==> src/rtl/mem_arbiter_pkg.sv <==
// Shared state encoding and grant-select constants for the memory arbiter.
package mem_arbiter_pkg;

  typedef enum logic [1:0] {
    IDLE = 2'd0,
    BUSY = 2'd1,
    RESP = 2'd2
  } state_t;

  localparam logic GNT_IF = 1'b0;
  localparam logic GNT_D  = 1'b1;

endpackage

==> src/rtl/mem_arb_pick.sv <==
// Grant selection between fetch and data ports.
// MEM_ARB_RR_EN selects round-robin on contention; default is fixed data priority.
module mem_arb_pick
  import mem_arbiter_pkg::*;
(
  input  logic if_req,
  input  logic d_req,
  input  logic last_gnt,
  output logic gnt
);

`ifdef MEM_ARB_RR_EN
  // On contention favour whichever port was not served last.
  always_comb begin
    gnt = GNT_IF;
    if (if_req && d_req) begin
      gnt = (last_gnt == GNT_IF) ? GNT_D : GNT_IF;
    end else if (d_req) begin
      gnt = GNT_D;
    end
  end
`else
  logic unused_pick;
  assign unused_pick = last_gnt ^ if_req;
  assign gnt = d_req ? GNT_D : GNT_IF;
`endif

endmodule

==> src/rtl/mem_arbiter.sv <==
// Two-port (fetch/data) arbiter in front of a single ready-handshake memory.
// Define MEM_ARB_RR_EN for round-robin arbitration instead of data priority.
module mem_arbiter
  import mem_arbiter_pkg::*;
#(
  parameter int unsigned ADDR_W  = 32,
  parameter int unsigned DATA_W  = 32,
  parameter int unsigned TIMEOUT = 255
) (
  input  logic              clk,
  input  logic              reset,
  input  logic              if_req,
  input  logic [ADDR_W-1:0] if_addr,
  output logic [DATA_W-1:0] if_rdata,
  output logic              if_done,
  input  logic              d_req,
  input  logic              d_we,
  input  logic [ADDR_W-1:0] d_addr,
  input  logic [DATA_W-1:0] d_wdata,
  output logic [DATA_W-1:0] d_rdata,
  output logic              d_done,
  output logic              err,
  output logic              mem_req,
  output logic              mem_we,
  output logic [ADDR_W-1:0] mem_addr,
  output logic [DATA_W-1:0] mem_wdata,
  input  logic [DATA_W-1:0] mem_rdata,
  input  logic              mem_ready
);

  localparam int unsigned CNT_W = (TIMEOUT < 1) ? 1 : $clog2(TIMEOUT + 1);

  state_t             state;
  logic               gnt_q;
  logic               gnt;
  logic               last_gnt;
  logic [CNT_W-1:0]   cnt;
  logic               any_req;

  assign any_req = if_req | d_req;

`ifdef MEM_ARB_RR_EN
  // Remembers the most recent grant; resets to fetch so data wins first contention.
  always_ff @(posedge clk) begin
    if (reset) begin
      last_gnt <= GNT_IF;
    end else if (state == IDLE && any_req) begin
      last_gnt <= gnt;
    end
  end
`else
  assign last_gnt = GNT_IF;
`endif

  mem_arb_pick u_pick (
    .if_req   (if_req),
    .d_req    (d_req),
    .last_gnt (last_gnt),
    .gnt      (gnt)
  );

  // Access sequencer: grant, wait for ready or timeout, one-cycle done pulse.
  always_ff @(posedge clk) begin
    if (reset) begin
      state     <= IDLE;
      gnt_q     <= GNT_IF;
      cnt       <= '0;
      mem_req   <= 1'b0;
      mem_we    <= 1'b0;
      mem_addr  <= '0;
      mem_wdata <= '0;
      if_done   <= 1'b0;
      d_done    <= 1'b0;
      err       <= 1'b0;
      if_rdata  <= '0;
      d_rdata   <= '0;
    end else begin
      if_done <= 1'b0;
      d_done  <= 1'b0;
      case (state)
        IDLE: begin
          if (any_req) begin
            gnt_q   <= gnt;
            cnt     <= '0;
            mem_req <= 1'b1;
            state   <= BUSY;
            if (gnt == GNT_D) begin
              mem_addr  <= d_addr;
              mem_we    <= d_we;
              mem_wdata <= d_wdata;
            end else begin
              mem_addr  <= if_addr;
              mem_we    <= 1'b0;
              mem_wdata <= '0;
            end
          end
        end
        BUSY: begin
          if (mem_ready) begin
            mem_req <= 1'b0;
            err     <= 1'b0;
            state   <= RESP;
            if (gnt_q == GNT_D) begin
              d_rdata <= mem_rdata;
              d_done  <= 1'b1;
            end else begin
              if_rdata <= mem_rdata;
              if_done  <= 1'b1;
            end
          end else begin
            cnt <= cnt + CNT_W'(1);
            // This stalled cycle brings the count to TIMEOUT: abort the access.
            if (cnt == CNT_W'(TIMEOUT - 1)) begin
              mem_req <= 1'b0;
              err     <= 1'b1;
              state   <= RESP;
              if (gnt_q == GNT_D) begin
                d_rdata <= '0;
                d_done  <= 1'b1;
              end else begin
                if_rdata <= '0;
                if_done  <= 1'b1;
              end
            end
          end
        end
        RESP: begin
          state <= IDLE;
        end
        default: begin
          state <= IDLE;
        end
      endcase
    end
  end

endmodule

==> config.mk <==
export PLATFORM = sky130hd
export DESIGN_NAME = mem_arbiter
export DESIGN_NICKNAME = d
export VERILOG_FILES = /design/src/rtl/mem_arbiter_pkg.sv /design/src/rtl/mem_arb_pick.sv /design/src/rtl/mem_arbiter.sv
export SDC_FILE = /design/constraint.sdc
export NUM_CORES = 1
export LEC_CHECK = 0
export ABC_AREA = 1
export BUFFER_PORTS_ARGS = -buffer_cell sky130_fd_sc_hd__buf_2
export CAP_MARGIN = 20
export CORE_ASPECT_RATIO = 0.8
export CORE_MARGIN = 3
export CORE_UTILIZATION = 48
export DETAILED_ROUTE_END_ITERATION = 10
export PLACE_DENSITY = 0.93
export SLEW_MARGIN = 40
export SYNTH_ARGS = -nofsm -noshare
export SYNTH_HDL_FRONTEND = slang
export SYNTH_SLANG_ARGS = --single-unit
==> constraint.sdc <==
create_clock -name clk -period 1.7 [get_ports clk]
set_clock_uncertainty 0.05 [all_clocks]
set_input_delay 0.255 -clock clk [delete_from_list [all_inputs] [get_ports clk]]
set_output_delay 0.255 -clock clk [all_outputs]
set_load 0.02 [all_outputs]
==> results.cfg, run 1 <==
[floorplan]
die_w_um = 132.4
die_y_um = 107.1
die_area_mm2 = 0.01418
row_count = 36
start_util = 0.4971
coreArea_mm2 = 0.01234
ios = 267

[clock_tree]
cts_inserted_buffers = 17
cts.sinks = 144
cts_buffer_depth = 2
clk_latency_ns = 0.40
clockRootBuffer = clkbuf_16
path_clk_slew_ns = 0.06
cts_tree = yes
htreeDepth = 4

[final_layout]
drive_gt1_frac = 0.2989
final_area_mm2 = 0.008516
diodes = 0
nets = 1304
syn_to_final_growth_pct = 38.81
seqCellArea_mm2 = 0.002885
multi_input_area_mm2 = 0.002442
fill_cells = 1006

[yosys]
synth-simple-area-share = 0.2884
synthArstFlopShare = 0
synthMuxAreaShare = 0
yosys-top-cells-area = dfxtp_1 (47%), nand2_1 (17%), inv_1 (9.6%)
yosys_warnings = 0
synth_cell_types = 26
synth-compound-area-share = 0.09545
synth_edf_count = 0
syn-cell-area_mm2 = 0.006135
synth_flop_cell = dfxtp_1
synth_top_area_share = 0.4699
synthAdderAreaFrac = 0.004079
ys_ff_latch = 144
syn-num-nets = 1041
synthXorXnorAreaFrac = 0.001428
synth_top_family_by_area = simple AND/OR/NAND/NOR gates
yosysTopAreaCell = dfxtp_1
yosysSeqAreaShare = 0.4699
avgSynthCellArea_um2 = 6.779
synthCells = 905

[worst_hold_path]
hold_end = mem_wdata[4]
holdPathStages = 3
hold_path.startpoint = d_wdata[4]
hold_path.class = in2reg

[critical_path]
path_class = reg2reg
ff2ff_setup_slack_ns = 0.004
arrival_ns = 1.99
cp_slowest_stage_delay_ns = 0.39
reg2reg_from = cnt[4]
crit_buf_inv = 1
cp_max_fo = 8
r2r_end = d_rdata[0]
endpoint_kind = flip-flop
startpoint_type = flip-flop
crit_slowest_cell = dfxtp_1
reg2reg_depth = 9
crit_chain = nand2_1 -> nor2_2 -> nand2_2 -> nand2_4 -> nand3_4 -> clkbuf_16 -> nand2_2 -> nand2_1 -> nor2_1
crit_required_ns = 1.99
cp_top_family = simple AND/OR/NAND/NOR gates

[outcome]
status = completed

[detailed_routing]
wl_um = 18340
vias_per_cell = 4.787
drc = 0
wl_per_cell_um = 13.57
vias = 6472
ant_nets = 0
first_iter_violations = 578
drt-pass1-iter-count = 5

[global_route]
antenna_found_initial = 0
grt_pass1_wl_um = 27540
grt-ovfl-total = 0
grt_pass1_vias = 5833
grt_max_degree = 71
grt_use_total = 0.2378

[sta]
hold_ws_ns = 0.02854
rsz0062_at_grt = true
max_freq_ghz = 0.5897
hold_viol = 0
tightest_slew_ns = 0.3550
slew_viol_final = 0
period_minus_slack_ns = 1.696
relSlewSlack = 0.7633
setup_viol = 0
period_share = 0.9975

[pwr]
p_total_mw = 9.184
power_density_mw_per_mm2 = 1079
ir_drop_uv = 762.4
leakagePower_nw = 4.755

[place]
dp_hpwl_um = 12770
port_buffers = 266
place_area_mm2 = 0.007634
place.gp.congestion = 0.9378

[job]
max_cap_violations = 0
-- per-stage QoR --
step                      TNS (ns)  std cells    util  worst slack (ns)
after floorplan                  0        905       -            0.2005
after global placement           0       1308  0.6185            0.1705
after detailed placement         0       1308  0.6185           0.09425
after global routing        -1.345       1352  0.6900          -0.08752
final                            0       1352  0.6900          0.004186
after CTS                        0       1340  0.6697           0.06346
-- report_power, final --
part	switching, mW	leakage [nW]	internal (mW)
Sequential	0.117	1.18	3.60
Combinational	0.962	3.27	0.545
Clock	1.55	0.308	2.41
-- cells by family (layout without fill, tap and decap cells) --
kind of cell    Yosys count  in the layout
flops                   144            144
buf+inv                 215            490
xor+xnor                  1              1
fa+ha+maj                 2              2
compound gates          108            108
simple gates            435            436
-- cell usage in the layout (no fill, tap or decap), types with 2 or more instances in the layout --
cell type  count
nand2_1      274
buf_2        266
inv_1        155
dfxtp_1      142
nor2_1       104
o21ai_0       58
nand4_1       35
a31oi_1       32
clkbuf_16     22
buf_4         18
o21ai_1       10
a21oi_1        7
inv_2          6
nand2_2        6
buf_12         6
nand3_1        5
inv_6          5
nor2_2         3
bufinv_16      3
inv_8          3
nand2_4        2
nand3_4        2
nor3_1         2
clkinv_4       2
dfxtp_2        2
-- routing by layer --
metal  global-route usage  wire [um]  share of wire  up-vias
li1                     -          -              -     3284
met1               0.2746       7365           0.40     2880
met2               0.4243       9200           0.50      275
met3              0.06660       1372          0.075       33
met4              0.08383        402          0.022        0
met5                    0          0              0        -
-- Yosys cell counts (2+ instances only) --
cell type  number
buf_2          21
nand2_2         2
nand3_2         2
buf_1           8
nand4_1        35
buf_6           4
o21ai_0        58
nor2_1        106
inv_2           4
a21oi_1         7
a31oi_1        32
nor3_1          2
dfxtp_1       144
nand3_1         5
clkbuf_1       21
o21ai_1        10
ha_1            2
inv_1         157
nand2_1       278
-- how the worst max path moves through the flow --
stage,start,to,slack (ns),depth (start not counted)
6_report,cnt[4],d_rdata[0],0.004,9
5_1_grt,cnt[0],d_rdata[0],-0.09,11
4_1_cts,cnt[0],if_rdata[14],0.06,11
3_5_place_dp,cnt[0],d_rdata[31],0.09,11
3_3_place_gp,cnt[1],d_rdata[23],0.17,9
2_1_floorplan,cnt[0],d_rdata[0],0.20,11
-- sequential cells by signal, summed over array words and instances (netlist names) --
signal / cells
d_rdata: 32
if_rdata: 32
mem_addr: 32
mem_wdata: 32
mem_req: 1
err: 1
mem_we: 1
state: 2
cnt: 8
if_done: 1
gnt_q: 1
d_done: 1
-- layout make-up --
cell class / instances / share of cell area
Multi-Input combinational cell: 547 / 0.2868
Timing Repair Buffer: 297 / 0.2041
Tap cell: 171 / 0.02512
Inverter: 161 / 0.07097
Sequential cell: 144 / 0.3388
Clock buffer: 18 / 0.05157
Clock inverter: 14 / 0.02263
-- repair_timing --
item,in CTS,in global routing
setup endpoints to repair,0,55
setup buffers,0,5
hold buffers,0,0
gates resized for setup,0,16
-- worst register-to-register path, cell delays in order (launching register included) --
cell       delay, ns
dfxtp_1         0.39
nand2_1         0.11
nor2_2          0.18
nand2_2         0.11
nand2_4         0.12
nand3_4         0.20
clkbuf_16       0.26
nand2_2         0.06
nand2_1         0.05
nor2_1          0.11
No activity file was read; power rests on OpenSTA's default activity.
==> run 2: changes to the inputs <==
--- a/config.mk
+++ b/config.mk
@@ -9,9 +9,10 @@
 export BUFFER_PORTS_ARGS = -buffer_cell sky130_fd_sc_hd__buf_2
 export CAP_MARGIN = 20
 export CORE_ASPECT_RATIO = 0.8
-export CORE_MARGIN = 3
+export CORE_MARGIN = 2
 export CORE_UTILIZATION = 48
 export DETAILED_ROUTE_END_ITERATION = 10
+export HOLD_SLACK_MARGIN = 0.08
 export PLACE_DENSITY = 0.93
 export SLEW_MARGIN = 40
 export SYNTH_ARGS = -nofsm -noshare
==> results.cfg, run 2 (synthesized netlist as in run 1, its figures left out) <==
[outcome]
status = completed

[critical_path]
crit_slowest_cell = dfxtp_1
startpoint_type = flip-flop
crit_chain = inv_1 -> ha_1 -> nand2_1 -> nor2_2 -> nand2_2 -> nand2_4 -> nand3_4 -> clkbuf_16 -> nand2_1 -> nand2_1 -> nor2_1
crit_top_cell = nand2_1
cp_slowest_stage_delay_ns = 0.34
path_class = reg2reg
endpoint_kind = flip-flop
cp_max_fo = 12
crit_required_ns = 1.99
arrival_ns = 1.95
cp_top_family = simple AND/OR/NAND/NOR gates
crit_buf_inv = 2

[sta]
period_minus_slack_ns = 1.658
hold_viol = 0
fin_ws_ns = 0.04161
setup_viol = 0
slew_viol_final = 0
max_freq_ghz = 0.6030
period_share = 0.9755
relSlewSlack = 0.7482
tightest_slew_ns = 0.3778

[place]
place_area_mm2 = 0.007624
port_buffers = 266
place_ws_ns = 0.07750
dp_cells = 1305
dp_hpwl_um = 12070
place.gp.congestion = 0.8489

[pwr]
leakagePower_nw = 5.112
ir_drop_uv = 710.4
p_total_mw = 9.133
power_density_mw_per_mm2 = 974.4

[clock_tree]
htreeDepth = 4
cts.sinks = 144
clockRootBuffer = clkbuf_16
cts_tree = yes
cts_inserted_buffers = 17
cts_buffer_depth = 2
clk_latency_ns = 0.41
path_clk_slew_ns = 0.07

[final_layout]
final_area_mm2 = 0.009373
syn_to_final_growth_pct = 52.78
seqCellArea_mm2 = 0.002883
nets = 1399
final_cell_count_no_fill = 1447
layout_commonest_cell = nand2_1
diodes = 0
drive_gt1_frac = 0.2672
final_cell_mix = nand2_1 (278), buf_2 (266), inv_1 (156), dfxtp_1 (144), nor2_1 (105)
multi_input_area_mm2 = 0.002406
fill_cells = 847

[floorplan]
ios = 267
die_y_um = 105.1
die_area_mm2 = 0.01371
row_count = 36
start_util = 0.4971
coreArea_mm2 = 0.01234
die_w_um = 130.4

[global_route]
grt_max_degree = 71
grt_pass1_vias = 6906
grt-ovfl-total = 0
grt_use_total = 0.3107
grt_pass1_wl_um = 33550
antenna_found_initial = 0

[detailed_routing]
ant_nets = 0
first_iter_violations = 710
vias = 7353
wl_per_cell_um = 15.69
vias_per_cell = 5.082
drt-pass1-iter-count = 7
wl_um = 22710
drc = 0

[worst_hold_path]
hold_path.class = in2reg

[job]
max_cap_violations = 0
==> run 2: cell types whose count changed in the layout (fill, tap and decap cells not counted), sizes merged <==
cell	before	now
clkinvlp	1	2
nand2	282	281
dlygate4sd3	0	98
clkinv	2	3
buf	292	291
inv	169	170
clkbuf	23	21
bufinv	3	1
==> run 2: metal layers <==
metal / vias to the layer above / global-route usage / part of all wire
met1: 3287 / 0.3508 / 0.36
met2: 499 / 0.5337 / 0.49
li1: 3467 / - / -
met5: - / 0 / 0
met3: 100 / 0.08244 / 0.10
met4: 0 / 0.1619 / 0.050
==> run 2: timing repair <==
item,4_1_cts,5_1_grt
endpoints found under the setup margin,0,65
setup buffers,0,5
endpoints found under the hold margin,71,0
hold buffers,98,0
resized for setup,0,5
==> run 2: final timing paths <==
| check | startpoint | cells after the start | end | slack (ns) |
|---|---|---|---|---|
| worst max-delay path | cnt[0] | 11 | d_rdata[6] | 0.04 |
| worst min-delay path | mem_rdata[11] | 5 | d_rdata[11] | 0.13 |
| worst max register to register | cnt[0] | 11 | d_rdata[6] | 0.04 |
| worst min register to register | mem_wdata[30] | 2 | mem_wdata[30] | 0.41 |
==> run 2: power breakdown <==
group / switching (mW) / internal [mW] / total [mW]
clock network: 1.58 / 2.06 / 3.65
logic: 1.06 / 0.689 / 1.75
registers: 0.134 / 3.60 / 3.74
==> run 2: stage by stage <==
stage	util	hold slack [ns]	setup TNS (ns)
after detailed placement	0.6177	0.3939	0
after global placement	0.6177	0.3852	0
after CTS	0.7436	0.1148	0
after global routing	0.7594	0.1435	-0.2854
final	0.7594	0.1269	0
after floorplan	-	0.2741	0
==> run 2: area by class of cell <==
cell class                      instances  area share
Multi-Input combinational cell        546      0.2567
Clock buffer                           17     0.04539
Clock inverter                         15     0.01575
Timing Repair Buffer                  393      0.2870
Sequential cell                       144      0.3076
Inverter                              161     0.06474
Tap cell                              171     0.02283
==> run 2: worst reg2reg max path: stages, from the launching register on <==
cell	delay (ns)
dfxtp_1	0.34
inv_1	0.08
ha_1	0.14
nand2_1	0.06
nor2_2	0.09
nand2_2	0.09
nand2_4	0.13
nand3_4	0.15
clkbuf_16	0.23
nand2_1	0.08
nand2_1	0.05
nor2_1	0.11
